==> src/rtl/tag_lookup_ctrl.sv <==
// Sequencer for a direct-mapped cache tag RAM: clears the array after reset, then serves
// read/write lookups one at a time, doing allocate or dirty-mark writes as needed.
module tag_lookup_ctrl #(
  parameter int unsigned AWIDTH     = 3,
  parameter int unsigned DWIDTH     = 14,
  parameter bit          INIT_CLEAR = 1'b1
) (
  input  logic                       clock,
  input  logic                       reset_n,
  input  logic                       req_valid,
  output logic                       req_ready,
  input  logic [DWIDTH-2+AWIDTH-1:0] req_addr,
  input  logic                       req_write,
  output logic                       rsp_valid,
  input  logic                       rsp_ready,
  output logic                       rsp_hit,
  output logic                       rsp_evict,
  output logic [DWIDTH-3:0]          rsp_evict_tag,
  output logic [AWIDTH-1:0]          ram_addr,
  output logic [DWIDTH-1:0]          ram_din,
  output logic                       ram_we,
  input  logic [DWIDTH-1:0]          ram_dout
);

  localparam int unsigned TWIDTH = DWIDTH - 2;
  localparam logic [AWIDTH-1:0] LastIdx = {AWIDTH{1'b1}};
  localparam logic [DWIDTH-1:0] DirtyBit = {2'b01, {TWIDTH{1'b0}}};

  typedef enum logic [2:0] {
    StInit,
    StIdle,
    StLookup,
    StCompare,
    StUpdate,
    StResp
  } state_e;

  state_e              state_q, state_d;
  logic [AWIDTH-1:0]   addr_q, addr_d;
  logic [TWIDTH-1:0]   tag_q, tag_d;
  logic                write_q, write_d;
  logic                we_q, we_d;
  logic [DWIDTH-1:0]   din_q, din_d;
  logic                ready_q, ready_d;
  logic                rsp_valid_q, rsp_valid_d;
  logic                hit_q, hit_d;
  logic                evict_q, evict_d;
  logic [TWIDTH-1:0]   etag_q, etag_d;

  logic stored_valid, stored_dirty, stored_hit;

  assign stored_valid = ram_dout[DWIDTH-1];
  assign stored_dirty = ram_dout[DWIDTH-2];
  assign stored_hit   = stored_valid && (ram_dout[TWIDTH-1:0] == tag_q);

  always_comb begin
    state_d     = state_q;
    addr_d      = addr_q;
    tag_d       = tag_q;
    write_d     = write_q;
    we_d        = 1'b0;
    din_d       = '0;
    ready_d     = 1'b0;
    rsp_valid_d = rsp_valid_q;
    hit_d       = hit_q;
    evict_d     = evict_q;
    etag_d      = etag_q;

    unique case (state_q)
      StInit: begin
        // First cycle out of reset only arms the sweep so ram_we stays low while reset is held.
        if (!we_q) begin
          we_d   = 1'b1;
          addr_d = '0;
        end else if (addr_q == LastIdx) begin
          state_d = StIdle;
          ready_d = 1'b1;
        end else begin
          we_d   = 1'b1;
          addr_d = addr_q + 1'b1;
        end
      end
      StIdle: begin
        ready_d = 1'b1;
        if (req_valid && ready_q) begin
          ready_d = 1'b0;
          tag_d   = req_addr[AWIDTH +: TWIDTH];
          addr_d  = req_addr[AWIDTH-1:0];
          write_d = req_write;
          state_d = StLookup;
        end
      end
      StLookup: begin
        state_d = StCompare;
      end
      StCompare: begin
        hit_d   = stored_hit;
        evict_d = !stored_hit && stored_valid && stored_dirty;
        etag_d  = (!stored_hit && stored_valid && stored_dirty) ? ram_dout[TWIDTH-1:0] : '0;
        if (stored_hit && !write_q) begin
          state_d     = StResp;
          rsp_valid_d = 1'b1;
        end else begin
          state_d = StUpdate;
          we_d    = 1'b1;
          din_d   = stored_hit ? (ram_dout | DirtyBit) : {1'b1, write_q, tag_q};
        end
      end
      StUpdate: begin
        state_d     = StResp;
        rsp_valid_d = 1'b1;
      end
      StResp: begin
        if (rsp_ready) begin
          rsp_valid_d = 1'b0;
          ready_d     = 1'b1;
          state_d     = StIdle;
        end
      end
      default: begin
        state_d = StIdle;
      end
    endcase
  end

  always_ff @(posedge clock) begin
    if (!reset_n) begin
      state_q     <= INIT_CLEAR ? StInit : StIdle;
      addr_q      <= '0;
      tag_q       <= '0;
      write_q     <= 1'b0;
      we_q        <= 1'b0;
      din_q       <= '0;
      ready_q     <= 1'b0;
      rsp_valid_q <= 1'b0;
      hit_q       <= 1'b0;
      evict_q     <= 1'b0;
      etag_q      <= '0;
    end else begin
      state_q     <= state_d;
      addr_q      <= addr_d;
      tag_q       <= tag_d;
      write_q     <= write_d;
      we_q        <= we_d;
      din_q       <= din_d;
      ready_q     <= ready_d;
      rsp_valid_q <= rsp_valid_d;
      hit_q       <= hit_d;
      evict_q     <= evict_d;
      etag_q      <= etag_d;
    end
  end

  assign req_ready     = ready_q;
  assign rsp_valid     = rsp_valid_q;
  assign rsp_hit       = hit_q;
  assign rsp_evict     = evict_q;
  assign rsp_evict_tag = etag_q;
  assign ram_addr      = addr_q;
  assign ram_din       = din_q;
  assign ram_we        = we_q;

endmodule

==> config.mk <==
export PLATFORM = sky130hd
export DESIGN_NAME = tag_lookup_ctrl
export DESIGN_NICKNAME = d
export VERILOG_FILES = /design/src/rtl/tag_lookup_ctrl.sv
export SDC_FILE = /design/constraint.sdc
export NUM_CORES = 1
export LEC_CHECK = 0
export ABC_AREA = 1
export BUFFER_PORTS_ARGS = -buffer_cell sky130_fd_sc_hd__clkbuf_2
export CORE_MARGIN = 10
export CORE_UTILIZATION = 26
export CTS_BUF_LIST = sky130_fd_sc_hd__clkbuf_16
export DETAILED_ROUTE_END_ITERATION = 12
export HOLD_SLACK_MARGIN = 0.15
export SYNTH_ARGS = -nofsm -noshare
export SYNTH_HDL_FRONTEND = slang
export SYNTH_SLANG_ARGS = --single-unit
export TNS_END_PERCENT = 100
==> constraint.sdc <==
create_clock -name clock -period 3.1 [get_ports clock]
set_clock_uncertainty 0.05 [all_clocks]
set_input_delay 0.155 -clock clock [delete_from_list [all_inputs] [get_ports clock]]
set_output_delay 0.155 -clock clock [all_outputs]
set_load 0.01 [all_outputs]
==> metrics.txt, run 1 <==
# TYPE chip_impl_metric gauge
chip_impl_metric{name="drt-pass1-iter-count",unit=""} 4
chip_impl_metric{name="cts_max_level",unit=""} 2
chip_impl_metric{name="wl_met2",unit="mm"} 2.379
chip_impl_metric{name="cp_data_arrival_time",unit="ns"} 1.97
chip_impl_metric{name="synth-edff-count",unit=""} 0
chip_impl_metric{name="first_iter_violations",unit=""} 121
chip_impl_metric{name="routability_driven_placement_congestion_ratio",unit=""} 0.8260
chip_impl_metric{name="wl_met3",unit="um"} 632
chip_impl_metric{name="cts.clk_slew.worst_paths",unit="ns"} 0.07
chip_impl_metric{name="hold_viol_final",unit=""} 0
chip_impl_metric{name="clock_sink_count",unit=""} 50
chip_impl_metric{name="max-slew-margin-rel",unit=""} 0.6242
chip_impl_metric{name="ios",unit=""} 68
chip_impl_info{name="hold_class",value="in -> reg"} 1
chip_impl_info{name="top_signal_layer_used",value="met4"} 1
chip_impl_metric{name="vdd_ir_drop_max",unit="uV"} 231.8
chip_impl_metric{name="synthesis.nets",unit=""} 295
chip_impl_metric{name="syn-cell-area",unit="sq um"} 2067
chip_impl_metric{name="dp_hpwl",unit="mm"} 4.309
chip_impl_metric{name="synth-seq-cells",unit=""} 50
chip_impl_metric{name="power_per_cell_area",unit="nW/um^2"} 447.3
chip_impl_metric{name="placeable_core_region",unit="sq um"} 7727
chip_impl_info{name="synth_largest_area_cell",value="sky130_fd_sc_hd__dfxtp_1"} 1
chip_impl_info{name="critPathCaptureType",value="flip-flop"} 1
chip_impl_metric{name="grt.total_usage",unit=""} 0.1008
chip_impl_metric{name="finished_core_util",unit=""} 0.3756
chip_impl_metric{name="cts_resized",unit=""} 0
chip_impl_metric{name="drive_above_1_share",unit=""} 0.3079
chip_impl_metric{name="ant_nets",unit=""} 0
chip_impl_metric{name="aggregate_global_routing_overflow",unit=""} 0
chip_impl_metric{name="grt_pass1_vias",unit=""} 1939
chip_impl_metric{name="antenna_found_initial",unit=""} 0
chip_impl_metric{name="ys_async_sr_fraction",unit=""} 0
chip_impl_metric{name="fp.dieW",unit="um"} 109.2
chip_impl_metric{name="synth_top_area_share",unit=""} 0.4843
chip_impl_metric{name="grt_first_pass_wirelength",unit="mm"} 9.501
chip_impl_info{name="cp-start-kind",value="primary input"} 1
chip_impl_metric{name="yosys.cell_types.count",unit=""} 28
chip_impl_metric{name="insertion_delay",unit="ns"} 0.29
chip_impl_metric{name="power.leakage",unit="nW"} 1.238
chip_impl_metric{name="post-cts-setup-buffer-count",unit=""} 0
chip_impl_metric{name="avgSynthCellArea",unit="sq um"} 7.981
chip_impl_metric{name="timing.final.max_slew_violations",unit=""} 0
chip_impl_metric{name="final_net_count",unit=""} 389
chip_impl_metric{name="area.growth.synth_to_final",unit="%"} 40.44
chip_impl_metric{name="critical_path_peak_fanout",unit=""} 14
chip_impl_metric{name="num_antenna_cells",unit=""} 0
chip_impl_metric{name="tightest_slew",unit="ns"} 0.5602
chip_impl_metric{name="setup_tns",unit="ns"} 0
chip_impl_metric{name="clock_path_buffers",unit=""} 2
chip_impl_metric{name="num_vias",unit=""} 1919
chip_impl_metric{name="io_buf_count",unit=""} 67
chip_impl_metric{name="vias_per_cell",unit=""} 4.208
chip_impl_metric{name="timing.final.crit_period",unit="ns"} 1.861
chip_impl_metric{name="cts_hold_buffers",unit=""} 29
chip_impl_metric{name="route.final.wire_length",unit="mm"} 5.662
chip_impl_info{name="yosys.cell_count.top_type",value="sky130_fd_sc_hd__nand2_1"} 1
chip_impl_metric{name="total_die_area",unit="sq um"} 11920
chip_impl_metric{name="routed_wire_length_per_instance",unit="um"} 12.42
chip_impl_metric{name="n_fill_cell",unit=""} 791
chip_impl_metric{name="maxCapViolations",unit=""} 0
chip_impl_metric{name="fin_total_pwr",unit="mW"} 1.298
chip_impl_metric{name="worst-endpoint-required",unit="ns"} 3.21
chip_impl_metric{name="maxClockFrequency",unit="MHz"} 537.2
chip_impl_metric{name="post-route-drc-count",unit=""} 0
chip_impl_info{name="clock_tree_from_tritoncts",value="yes"} 1
chip_impl_metric{name="synth-seq-area-share",unit=""} 0.4843
chip_impl_metric{name="floorplan.initialDensity",unit=""} 0.2675
chip_impl_metric{name="rows",unit=""} 32
chip_impl_info{name="synth.area.top_cells",value="sky130_fd_sc_hd__dfxtp_1 48%, sky130_fd_sc_hd__nand2_1 10%, sky130_fd_sc_hd__a21oi_1 7.0%"} 1
chip_impl_metric{name="grt_max_degree",unit=""} 28
chip_impl_info{name="cts_root_buf",value="sky130_fd_sc_hd__clkbuf_16"} 1
chip_impl_metric{name="yosys_warnings",unit=""} 0
chip_impl_info{name="rsz0062_at_grt",value="false"} 1
chip_impl_info{name="synth.cells.most_frequent",value="56 x sky130_fd_sc_hd__nand2_1, 50 x sky130_fd_sc_hd__dfxtp_1, 29 x sky130_fd_sc_hd__a21oi_1"} 1
chip_impl_info{name="result_of_the_run",value="complete, no violations"} 1
chip_impl_metric{name="cts_inserted_buffers",unit=""} 5
chip_impl_metric{name="post_synthesis_cells",unit=""} 259
chip_impl_metric{name="finalSetupViolCount",unit=""} 0
chip_impl_metric{name="wl_met1",unit="mm"} 2.592
chip_impl_metric{name="fin_crit_sh",unit=""} 0.6004
chip_impl_info{name="crit_type",value="in -> reg"} 1
chip_impl_info{name="dominantRegCellSynth",value="sky130_fd_sc_hd__dfxtp_1"} 1
chip_impl_metric{name="die_h",unit="um"} 109.2
==> final timing paths <==
path | slack (ns) | endpoint | depth (start not counted) | from
max reg2reg | 1.33 | ram_we$_SDFF_PN0_ | 8 | state_q[0]$_SDFFE_PN0P_
min | 0.17 | req_ready$_SDFF_PN0_ | 5 | rsp_ready
min reg2reg | 0.42 | ram_din[4]$_SDFF_PP0_ | 2 | tag_q[4]$_SDFFE_PN0P_
max | 1.24 | ram_we$_SDFF_PN0_ | 12 | ram_dout[11]
==> per-stage QoR <==
step	instances	hold WS [ns]	area, sq um	setup slack [ns]
after floorplan	259	0.2363	2067	1.770
after global placement	419	0.3563	2462	1.177
after detailed placement	419	0.3615	2462	1.083
after CTS	456	0.1650	2903	1.236
after global routing	456	0.2039	2903	1.086
final	456	0.1682	2903	1.239
==> cell type report <==
class	instances	area [sq um]	area share
Clock buffer	5	125.1	0.04310
Clock inverter	3	25.02	0.008621
Inverter	32	122.6	0.04224
Multi-Input combinational cell	168	875.8	0.3017
Sequential cell	50	1001	0.3448
Tap cell	102	127.6	0.04397
Timing Repair Buffer	96	625.6	0.2155
==> cell families (layout without fill, tap and decap cells) <==
family          Yosys count  count (layout)  share of synthesized area
simple gates            108             108                     0.2439
compound gates           53              53                     0.1465
flops                    50              50                     0.4843
buf+inv                  41             136                    0.09200
xor+xnor                  5               5                    0.02119
fa+ha+maj                 2               2                    0.01210
==> cell usage in the layout (no fill, tap or decap) <==
cell	n
sky130_fd_sc_hd__nor3_1	3
sky130_fd_sc_hd__inv_4	1
sky130_fd_sc_hd__xnor2_1	1
sky130_fd_sc_hd__clkbuf_16	5
sky130_fd_sc_hd__clkinv_1	1
sky130_fd_sc_hd__nor2_2	11
sky130_fd_sc_hd__clkinvlp_4	1
sky130_fd_sc_hd__clkbuf_2	67
sky130_fd_sc_hd__a31oi_1	3
sky130_fd_sc_hd__dfxtp_1	50
sky130_fd_sc_hd__inv_1	21
sky130_fd_sc_hd__o21ai_2	7
sky130_fd_sc_hd__nand2_2	1
sky130_fd_sc_hd__o211ai_1	1
sky130_fd_sc_hd__nand3_1	20
sky130_fd_sc_hd__o21ai_1	3
sky130_fd_sc_hd__ha_1	2
sky130_fd_sc_hd__dlygate4sd3_1	29
sky130_fd_sc_hd__a21oi_1	29
sky130_fd_sc_hd__clkinv_4	1
sky130_fd_sc_hd__nand2_4	1
sky130_fd_sc_hd__inv_2	9
sky130_fd_sc_hd__o21ai_0	9
sky130_fd_sc_hd__xor2_1	4
sky130_fd_sc_hd__inv_6	1
sky130_fd_sc_hd__nor2_4	4
sky130_fd_sc_hd__nand2_1	56
sky130_fd_sc_hd__o211a_1	1
sky130_fd_sc_hd__nor2_1	11
sky130_fd_sc_hd__nand4_1	1
==> registers in the layout (all words and copies together) (netlist names), 3 cells and up <==
signal / cells
ram_addr: 3
ram_din: 14
rsp_evict_tag: 12
state_q: 3
tag_q: 12
==> worst max-delay path, stage by stage <==
cell                            delay (ns)
sky130_fd_sc_hd__dlygate4sd3_1        0.54
sky130_fd_sc_hd__clkbuf_2             0.14
sky130_fd_sc_hd__inv_1                0.06
sky130_fd_sc_hd__nand2_1              0.05
sky130_fd_sc_hd__nand2_1              0.05
sky130_fd_sc_hd__nand2_1              0.05
sky130_fd_sc_hd__nor2_1               0.14
sky130_fd_sc_hd__nand2_1              0.11
sky130_fd_sc_hd__nor2_2               0.12
sky130_fd_sc_hd__nand3_1              0.09
sky130_fd_sc_hd__nand2_2              0.31
sky130_fd_sc_hd__o21ai_0              0.15
==> where the power goes <==
group          internal, mW  total, mW  switching, mW
clock                 0.304      0.559          0.255
combinational        0.0508     0.0934         0.0427
sequential            0.644      0.646        0.00243
total                 0.998       1.30          0.300
==> per-layer routing <==
layer  GRT usage  vias up
met3     0.05192        5
met1      0.1217      832
met5           0        -
li1            -     1016
met2      0.1551       66
met4     0.02542        0
Power figures use the tool's default switching activity.
==> run 2: changes to the inputs <==
ABC_AREA = 0   (was 1)
clock period = 1.71 ns   (was 3.1 ns; I/O delays follow)
==> run 2 against run 1 <==
Effect of this change:
- synthesized cell count shrank 26%
- clock-buffer cell count is the same
- wire length grew 1.2%
- sequential cell count unchanged
- via count fell by 9.4%
- clock power grew 99%
- sequential power grew 81%
- critical path depth is 6 lower
- critical path type is now reg -> reg
- design area increased by 3.6%
- highest routed layer unchanged
- first-iteration DRC count shrank 52%
- global-route usage fell by 0.39 points
- worst hold slack better by 0.017 ns
==> metrics.txt, run 2 <==
# TYPE chip_impl_metric gauge
chip_impl_metric{name="critical_path_peak_fanout",unit=""} 7
chip_impl_info{name="clock_tree_from_tritoncts",value="yes"} 1
chip_impl_metric{name="power.leakage",unit="nW"} 1.306
chip_impl_metric{name="cts_inserted_buffers",unit=""} 5
chip_impl_info{name="worstReg2RegEnd",value="ram_addr[1]$_SDFFE_PN0P_"} 1
chip_impl_metric{name="power_per_cell_area",unit="nW/um^2"} 812.8
chip_impl_info{name="hold_class",value="in -> reg"} 1
chip_impl_metric{name="die_h",unit="um"} 105.8
chip_impl_metric{name="maxCapViolations",unit=""} 0
chip_impl_metric{name="antenna_found_initial",unit=""} 0
chip_impl_metric{name="gr-usage-met3",unit=""} 0.03776
chip_impl_info{name="critical_path.slowest_cell",value="sky130_fd_sc_hd__a2111oi_4"} 1
chip_impl_metric{name="synth-edff-count",unit=""} 0
chip_impl_metric{name="cp_data_arrival_time",unit="ns"} 1.79
chip_impl_metric{name="total_die_area",unit="sq um"} 11180
chip_impl_metric{name="fraction_of_the_mapped_netlist_area_in_simple_logic_gates",unit=""} 0.1937
chip_impl_info{name="result_of_the_run",value="complete, no violations"} 1
chip_impl_metric{name="seqCellArea",unit="sq um"} 1006
chip_impl_metric{name="synth.area.mux_share",unit=""} 0
chip_impl_metric{name="post_synthesis_cells",unit=""} 191
chip_impl_metric{name="synth-seq-area-share",unit=""} 0.5236
chip_impl_metric{name="r2r.worst_path.cells",unit=""} 6
chip_impl_info{name="gr-max-usage-layer",value="met2"} 1
chip_impl_info{name="synth_largest_area_cell",value="sky130_fd_sc_hd__dfxtp_1"} 1
chip_impl_metric{name="clock_path_buffers",unit=""} 2
chip_impl_metric{name="area.growth.synth_to_final",unit="%"} 57.33
chip_impl_metric{name="finalNonFillerCells",unit=""} 399
chip_impl_metric{name="rows",unit=""} 31
chip_impl_metric{name="critical_path_buf_inv_count",unit=""} 0
chip_impl_metric{name="dpl_cell_area",unit="sq um"} 2435
chip_impl_metric{name="timing.final.crit_period",unit="ns"} 1.669
chip_impl_metric{name="groute.layer.met2.usage",unit=""} 0.1599
chip_impl_metric{name="grt_pass1_vias",unit=""} 1766
chip_impl_metric{name="placedCellCount",unit=""} 361
chip_impl_metric{name="cts.clk_slew.worst_paths",unit="ns"} 0.06
chip_impl_info{name="cp-start-kind",value="flip-flop"} 1
chip_impl_metric{name="drive_above_1_share",unit=""} 0.3533
chip_impl_metric{name="num_vias",unit=""} 1739
chip_impl_metric{name="vdd_ir_drop_max",unit="uV"} 401.1
chip_impl_info{name="cts_root_buf",value="sky130_fd_sc_hd__clkbuf_16"} 1
chip_impl_metric{name="route.final.wire_length",unit="mm"} 5.732
chip_impl_metric{name="hold_viol_final",unit=""} 0
chip_impl_info{name="endpoint",value="ram_addr[1]$_SDFFE_PN0P_"} 1
chip_impl_info{name="commonest_cells_after_routing_fill_and_taps_aside",value="63 x sky130_fd_sc_hd__clkbuf_2, 46 x sky130_fd_sc_hd__dfxtp_1, 38 x sky130_fd_sc_hd__nand2_1"} 1
chip_impl_metric{name="drt-pass1-iter-count",unit=""} 4
chip_impl_info{name="synth.area.top_cells",value="sky130_fd_sc_hd__dfxtp_1 52%, sky130_fd_sc_hd__nand2_1 7.5%, sky130_fd_sc_hd__a22o_1 6.0%"} 1
chip_impl_metric{name="tightest_slew",unit="ns"} 0.5366
chip_impl_metric{name="vias_per_cell",unit=""} 4.358
chip_impl_metric{name="fin_crit_sh",unit=""} 0.9763
chip_impl_info{name="crit_path_cell_trace",value="ha_2, ha_4, a2111oi_4, nand2b_4, o211ai_1, o211a_1"} 1
chip_impl_info{name="dominantRegCellSynth",value="sky130_fd_sc_hd__dfxtp_1"} 1
chip_impl_metric{name="maxClockFrequency",unit="MHz"} 599.0
chip_impl_metric{name="first_iter_violations",unit=""} 58
chip_impl_metric{name="synth-seq-cells",unit=""} 50
chip_impl_metric{name="placeable_core_region",unit="sq um"} 7214
chip_impl_metric{name="max-slew-margin-rel",unit=""} 0.6411
chip_impl_metric{name="routability_driven_placement_congestion_ratio",unit=""} 0.7678
chip_impl_info{name="timing.hold.worst.start",value="ram_dout[3]"} 1
chip_impl_metric{name="avgSynthCellArea",unit="sq um"} 10.01
chip_impl_metric{name="clock_sink_count",unit=""} 50
chip_impl_info{name="synth.cells.most_frequent",value="50 x sky130_fd_sc_hd__dfxtp_1, 38 x sky130_fd_sc_hd__nand2_1, 13 x sky130_fd_sc_hd__a22o_1"} 1
chip_impl_info{name="crit_type",value="reg -> reg"} 1
chip_impl_metric{name="ios",unit=""} 68
chip_impl_metric{name="floorplan.initialDensity",unit=""} 0.2650
chip_impl_metric{name="synthesis.nets",unit=""} 227
chip_impl_info{name="worst_setup_path_startpoint",value="ram_addr[0]$_SDFFE_PN0P_"} 1
chip_impl_metric{name="setup_tns",unit="ns"} 0
chip_impl_info{name="worst_path_dominant_cell_family",value="compound AO/OA/AOI/OAI gates"} 1
chip_impl_metric{name="routed_wire_length_per_instance",unit="um"} 14.37
chip_impl_metric{name="dp_hpwl",unit="mm"} 4.156
chip_impl_metric{name="post_synthesis_compound_gate_area_fraction",unit=""} 0.1819
chip_impl_metric{name="finished_core_util",unit=""} 0.4169
chip_impl_metric{name="cpPeakStageDelay",unit="ns"} 0.37
chip_impl_info{name="critPathCaptureType",value="flip-flop"} 1
chip_impl_metric{name="grt_max_degree",unit=""} 26
chip_impl_metric{name="yosys_warnings",unit=""} 0
chip_impl_metric{name="yosys.cell_types.count",unit=""} 34
chip_impl_metric{name="num_antenna_cells",unit=""} 0
chip_impl_metric{name="worst-endpoint-required",unit="ns"} 1.84
chip_impl_metric{name="largest_register_ffs",unit=""} 14
chip_impl_metric{name="syn-cell-area",unit="sq um"} 1912
chip_impl_metric{name="fp.dieW",unit="um"} 105.8
chip_impl_metric{name="synth-adder-area-share",unit=""} 0.01309
chip_impl_info{name="final_common_cell",value="sky130_fd_sc_hd__clkbuf_2"} 1
chip_impl_metric{name="post-route-drc-count",unit=""} 0
chip_impl_metric{name="gr_met1_demand_resource",unit=""} 0.1156
chip_impl_metric{name="synth_top_area_share",unit=""} 0.5236
chip_impl_metric{name="grt.total_usage",unit=""} 0.09688
chip_impl_metric{name="multi_input_area",unit="sq um"} 938.4
chip_impl_metric{name="final_net_count",unit=""} 335
chip_impl_metric{name="finalSetupViolCount",unit=""} 0
chip_impl_metric{name="grt_first_pass_wirelength",unit="mm"} 8.873
chip_impl_metric{name="timing.final.max_slew_violations",unit=""} 0
chip_impl_metric{name="n_fill_cell",unit=""} 754
chip_impl_metric{name="ys_async_sr_fraction",unit=""} 0
chip_impl_metric{name="r2r_slack",unit="ns"} 0.04
chip_impl_info{name="synth_top_family_by_area",value="simple AND/OR/NAND/NOR gates"} 1
chip_impl_info{name="yosys.cell_count.top_type",value="sky130_fd_sc_hd__dfxtp_1"} 1
chip_impl_metric{name="xor_and_xnor_fraction_of_the_mapped_netlist_area",unit=""} 0.05497
chip_impl_metric{name="cts_max_level",unit=""} 2
chip_impl_metric{name="ant_nets",unit=""} 0
chip_impl_metric{name="crit_cells",unit=""} 6
chip_impl_metric{name="aggregate_global_routing_overflow",unit=""} 0
chip_impl_metric{name="insertion_delay",unit="ns"} 0.29
chip_impl_metric{name="design_area",unit="sq um"} 3008
chip_impl_metric{name="io_buf_count",unit=""} 67
chip_impl_info{name="crit_reg_reg_startpoint",value="ram_addr[0]$_SDFFE_PN0P_"} 1
## run 2: cell types whose count changed after synthesis, moves of 10 or more
cell / before / now
sky130_fd_sc_hd__a21boi_1: 0 / 10
sky130_fd_sc_hd__a21oi_1: 29 / 4
sky130_fd_sc_hd__inv_1: 21 / 2
sky130_fd_sc_hd__nand3_1: 20 / 0
sky130_fd_sc_hd__and2_1: 0 / 12
sky130_fd_sc_hd__a22o_1: 0 / 13
sky130_fd_sc_hd__xnor2_1: 1 / 12
sky130_fd_sc_hd__nor2_2: 11 / 1
sky130_fd_sc_hd__nand2_1: 56 / 38
## run 2: worst min-delay path by stage
stage / cells after the start / endpoint
2_1_floorplan: 1 / rsp_evict_tag[10]$_SDFFE_PN0P_
3_3_place_gp: 3 / tag_q[6]$_SDFFE_PN0P_
3_5_place_dp: 3 / tag_q[2]$_SDFFE_PN0P_
4_1_cts: 4 / req_ready$_SDFF_PN0_
5_1_grt: 2 / rsp_evict_tag[3]$_SDFFE_PN0P_
6_report: 2 / rsp_evict_tag[3]$_SDFFE_PN0P_
## run 2: stage by stage
| step | total power, mW | setup slack, ns | hold WS, ns |
|---|---|---|---|
| 2_1_floorplan | 1.238 | 0.05628 | 0.1681 |
| 3_3_place_gp | 1.305 | -0.01444 | 0.2647 |
| 3_5_place_dp | 1.306 | -0.05062 | 0.2703 |
| 4_1_cts | 2.465 | 0.001231 | 0.1934 |
| 5_1_grt | 2.539 | -0.02395 | 0.1920 |
| 6_report | 2.445 | 0.04060 | 0.1855 |
## run 2: final cells by class
class                   count  area share
multi-input cells         129      0.3120
clock inverters             3     0.01373
inverters                   2    0.002496
well taps                  99     0.04118
repair buffers            111      0.2546
flip-flops and latches     50      0.3344
clock buffers               5     0.04160
## run 2: metal layers
metal | part of all wire | up-vias
met2 | 0.49 | 52
met4 | 0.0070 | 0
met1 | 0.45 | 811
met5 | 0 | -
met3 | 0.059 | 4
li1 | - | 872
## run 2: kinds of logic after synthesis
group | after synthesis
and+or+nand+nor | 70
DFF | 50
AOI/OAI and AO/OA | 45
xor gates and xnor gates | 12
buffers and inverters | 12
adders and majority gates | 2
## run 2: power breakdown
group	total (mW)	leakage, nW	internal [mW]	switching, mW
sequential	1.17	0.405	1.17	0.00488
combinational	0.167	0.820	0.103	0.0634
clock	1.11	0.0812	0.685	0.421
## run 2: what timing repair did
item | in CTS | in global routing
pin swaps | 0 | 10
setup buffers | 1 | 2
resized for setup | 1 | 18
hold buffers | 30 | 1
endpoints found under the setup margin | 13 | 30
endpoints found under the hold margin | 31 | 1
